File: config.mk
export PLATFORM = sky130hd
export DESIGN_NAME = imm_encoder
export DESIGN_NICKNAME = d
export VERILOG_FILES = /design/src/rtl/imm_encoder.sv
export SDC_FILE = /design/constraint.sdc
export NUM_CORES = 1
export LEC_CHECK = 0
export BUFFER_PORTS_ARGS = -buffer_cell sky130_fd_sc_hd__buf_4
export CORE_AREA = 3 3 105 107
export DETAILED_ROUTE_END_ITERATION = 7
export DIE_AREA = 0 0 108 110
export PLACE_DENSITY = 0.72
export SYNTH_ARGS = -nofsm -noshare
export SYNTH_HDL_FRONTEND = slang
export SYNTH_SLANG_ARGS = --single-unit
File: constraint.sdc
create_clock -name clk -period 2.5 [get_ports clk]
set_clock_uncertainty 0.2 [all_clocks]
set_input_delay 0.25 -clock clk [delete_from_list [all_inputs] [get_ports clk]]
set_output_delay 0.25 -clock clk [all_outputs]
set_load 0.01 [all_outputs]
File: src/rtl/imm_encoder.sv
// Two-stage RISC-V immediate encoder: range-checks an immediate for its format and
// scatters its bits into an instruction template, behind valid/ready handshakes.
module imm_encoder #(
    parameter int unsigned CNT_W = 16
) (
    input  logic             clk,
    input  logic             reset,
    input  logic             flush,
    input  logic             in_valid,
    output logic             in_ready,
    input  logic [31:0]      in_imm,
    input  logic [2:0]       in_imm_type,
    input  logic [31:0]      in_tmpl,
    output logic             out_valid,
    input  logic             out_ready,
    output logic [31:0]      out_inst,
    output logic             out_err,
    output logic [CNT_W-1:0] err_cnt
);

    localparam int unsigned DATA_LEN       = 32;
    localparam int unsigned INSN_LEN       = 32;
    localparam int unsigned IMM_TYPE_WIDTH = 3;

    typedef enum logic [1:0] {
        ImmI = 2'd0,
        ImmS = 2'd1,
        ImmU = 2'd2,
        ImmJ = 2'd3
    } fmt_e;

    localparam logic [IMM_TYPE_WIDTH-1:0] IMM_I = 3'd0;
    localparam logic [IMM_TYPE_WIDTH-1:0] IMM_S = 3'd1;
    localparam logic [IMM_TYPE_WIDTH-1:0] IMM_U = 3'd2;
    localparam logic [IMM_TYPE_WIDTH-1:0] IMM_J = 3'd3;

    localparam logic [CNT_W-1:0] CNT_MAX = {CNT_W{1'b1}};

    // S1 state
    logic                s1_valid;
    logic [DATA_LEN-1:0] s1_imm;
    fmt_e                s1_fmt;
    logic [INSN_LEN-1:0] s1_tmpl;
    logic                s1_err;

    logic                s2_adv;
    logic                s1_adv;
    logic                accept;
    fmt_e                in_fmt;
    logic                in_err;
    logic [INSN_LEN-1:0] packed_inst;

    assign s2_adv   = !out_valid || out_ready;
    assign s1_adv   = s1_valid && s2_adv;
    assign in_ready = !flush && (!s1_valid || s2_adv);
    assign accept   = in_valid && in_ready;

    // Unlisted type codes fold onto the I format.
    always_comb begin
        in_fmt = ImmI;
        unique case (in_imm_type)
            IMM_I:   in_fmt = ImmI;
            IMM_S:   in_fmt = ImmS;
            IMM_U:   in_fmt = ImmU;
            IMM_J:   in_fmt = ImmJ;
            default: in_fmt = ImmI;
        endcase
    end

    always_comb begin
        in_err = 1'b0;
        unique case (in_fmt)
            ImmI, ImmS: in_err = !((&in_imm[31:11]) || !(|in_imm[31:11]));
            ImmU:       in_err = |in_imm[11:0];
            ImmJ:       in_err = in_imm[0] || !((&in_imm[31:20]) || !(|in_imm[31:20]));
            default:    in_err = 1'b0;
        endcase
    end

    always_comb begin
        packed_inst = s1_tmpl;
        unique case (s1_fmt)
            ImmI: packed_inst = {s1_imm[11:0], s1_tmpl[19:0]};
            ImmS: packed_inst = {s1_imm[11:5], s1_tmpl[24:12], s1_imm[4:0], s1_tmpl[6:0]};
            ImmU: packed_inst = {s1_imm[31:12], s1_tmpl[11:0]};
            ImmJ: packed_inst = {s1_imm[20], s1_imm[10:1], s1_imm[11], s1_imm[19:12],
                                 s1_tmpl[11:0]};
            default: packed_inst = s1_tmpl;
        endcase
    end

    always_ff @(posedge clk) begin
        if (reset) begin
            s1_valid  <= 1'b0;
            s1_imm    <= '0;
            s1_fmt    <= ImmI;
            s1_tmpl   <= '0;
            s1_err    <= 1'b0;
            out_valid <= 1'b0;
            out_inst  <= '0;
            out_err   <= 1'b0;
            err_cnt   <= '0;
        end else if (flush) begin
            s1_valid  <= 1'b0;
            out_valid <= 1'b0;
        end else begin
            if (s2_adv) begin
                out_valid <= s1_valid;
                if (s1_valid) begin
                    out_inst <= packed_inst;
                    out_err  <= s1_err;
                    if (s1_err && err_cnt != CNT_MAX) begin
                        err_cnt <= err_cnt + 1'b1;
                    end
                end
            end
            if (accept) begin
                s1_valid <= 1'b1;
                s1_imm   <= in_imm;
                s1_fmt   <= in_fmt;
                s1_tmpl  <= in_tmpl;
                s1_err   <= in_err;
            end else if (s1_adv) begin
                s1_valid <= 1'b0;
            end
        end
    end

endmodule
==> flow_summary.toml <==
[cts]
clkLatencyLatePin_ns = 0.36
cts.sinks = 111
post_cts_buffers = 0
cts_root_buffer = "clkbuf_8"
clockBufferDepth = 2
cts_buffers = 9
cts_tree = "done"
clk_pin_slew_ns = 0.10
htreeDepth = 3

[floorplan]
io_pins = 123
die-area_mm2 = 0.0119
core_area_mm2 = 0.0102
die_h_um = 110
die_x_um = 108
num_rows = 37
initial_core_util_pct = 44.2

[power]
p_leak_nw = 2.35
ir_drop_mv = 0.295
powerDensity_mw_per_mm2 = 528

[timing]
finalSetupTns_ns = 0
drv_slew = 0
rsz0062_at_grt = "false"
period_needed_ns = 2.40
min_period_over_period_pct = 96.2
worstMarginPinSlew_ns = 0.623
setup_viol = 0
slew-limit-headroom_pct = 58.4
fmax_ghz = 0.416
hold_viol = 0

[global_routing]
grt_pass1_wl_mm = 20.6
grt_pass1_vias = 4280
antenna_found_initial = 0
grt_overflow = 0
track_usage_pct = 21.4
grt_max_degree = 51

[synthesis]
synth_cell_type_count = 38
synth.cell_area_mm2 = 0.00452
ys_seq_elements = 111
ys_seq_area_share_pct = 49.1
synth-edff-count = 0
syn_nets = 628
synth_ff_type = "dfxtp_1"
syn_inst = 555
ys_warn_count = 0
async_reset_ff_share_pct = 0
avgSynthCellArea_um2 = 8.15

[flow_run]
timing.max_cap.violations = 0

[finish]
final_cell_mix = "142 x nand2_1, 120 x buf_4, 111 x dfxtp_1, 79 x a21oi_1, 61 x dlygate4sd3_1"
post-route-util_pct = 61.9
fin_nets = 785
final_common_cell = "nand2_1"
drive_gt1_share_pct = 20.5
n_antenna_cell = 0
areaGrowthSynthToFinish_pct = 40.1

[detailed_routing]
routed_wl_mm = 12.6
drt-pass1-iter-count = 5
viasPerCell = 5.24
num_vias = 4470
drtIter0Drc = 305
remaining_drc_errors = 0
ant_nets = 0
wl_per_cell_um = 14.8

[critical_path]
crit_type = "primary input to flop"
cp-start-kind = "primary input"
worstPathRequired_ns = 2.60
path_max_fanout = 43
worstSetupEndpointType = "flop"
worstPathArrival_ns = 2.50

[run_status]
status = "finished, final reports clean"

[placed_design]
place_hpwl_mm = 8.41
portBuffers = 115
place.gp.congestion = 0.855

[hold_path]
hold_class = "primary input to flop"
-- where the power goes --
group          switching (W)  total, W  internal, W
sequential         0.0000371   0.00186      0.00183
combinational       0.000191  0.000407     0.000216
clock               0.000605   0.00108     0.000470
-- cells in the mapped netlist (2+ instances only) --
library cell	number	area, um^2
nand3b_1	2	15.0
and2_1	2	12.5
mux2i_1	24	240
nor3_1	9	45.0
clkbuf_1	34	128
nor2b_1	10	62.6
nor2_1	38	143
xnor2_1	9	78.8
inv_1	4	15.0
dfxtp_1	111	2220
nor4_1	11	68.8
a21oi_1	79	395
a211oi_1	29	218
or3_1	3	18.8
buf_1	2	7.51
nand2_1	143	537
buf_2	3	15.0
o21ai_0	5	25.0
nand3_1	8	40.0
nand4_1	11	68.8
-- state kept, by name (all words and copies together), names as in the netlist, 2 cells and up --
signal,flops
out_inst,32
s1_imm,32
s1_tmpl,25
err_cnt,16
s1_fmt,2
-- cell families after synthesis --
| logic type | share of synthesized area (%) |
|---|---|
| xor+xnor | 1.74 |
| buf+inv | 3.65 |
| fa+ha+maj | 0.277 |
| mux | 5.81 |
| compound gates | 15.4 |
| flops | 49.1 |
| simple gates | 24.0 |
-- area by class of cell --
type                            count  area, um^2
Timing Repair Buffer              185        1590
Multi-Input combinational cell    401        2140
Clock buffer                       10         128
Tap cell                          136         170
Sequential cell                   111        2220
Clock inverter                      6        67.6
Inverter                            4        15.0
Fill cell                         859        3890
-- worst max-delay path, cell delays in order --
cell           delay (ns)
dlygate4sd3_1        0.55
buf_4                0.16
nor2b_1              0.19
and2_4               0.32
buf_12               0.25
nand3b_1             0.10
a21oi_1              0.13
dlygate4sd3_1        0.55
-- path summary, 6_finish.rpt --
check / cells after the start / slack, ns / endpoint / from
min: 3 / 0.12 / out_valid / out_ready
max: 8 / 0.1 / s1_fmt[0] / flush
min reg2reg: 2 / 0.26 / out_inst[5] / s1_tmpl[5]
max reg2reg: 6 / 0.42 / s1_fmt[0] / out_valid
-- routing by layer --
| metal | global-route usage (%) | share of wire [%] |
|---|---|---|
| met1 | 28.1 | 43 |
| met3 | 3.38 | 6.1 |
| met2 | 36.2 | 49 |
| met5 | 0 | 0 |
| met4 | 7.30 | 1.9 |
-- per-stage QoR --
step / total power [W] / cell area (um^2) / worst slack (ns) / hold slack [ns] / cells
after CTS: 0.00336 / 6340 / 0.0303 / 0.0935 / 853
after floorplan: 0.00206 / 4520 / 0.615 / 0.123 / 555
after global placement: 0.00222 / 5530 / 0.545 / 0.237 / 776
final: 0.00335 / 6340 / 0.0957 / 0.117 / 853
after detailed placement: 0.00223 / 5530 / 0.522 / 0.246 / 776
after global routing: 0.00349 / 6340 / 0.0244 / 0.122 / 853
-- repair_timing --
| action | 4_1_cts | 5_1_grt |
|---|---|---|
| hold buffers | 61 | 0 |
| endpoints found under the setup margin | 0 | 1 |
| endpoints found under the hold margin | 61 | 0 |
| resized for setup | 0 | 1 |
(Power assumes the default switching activity.)
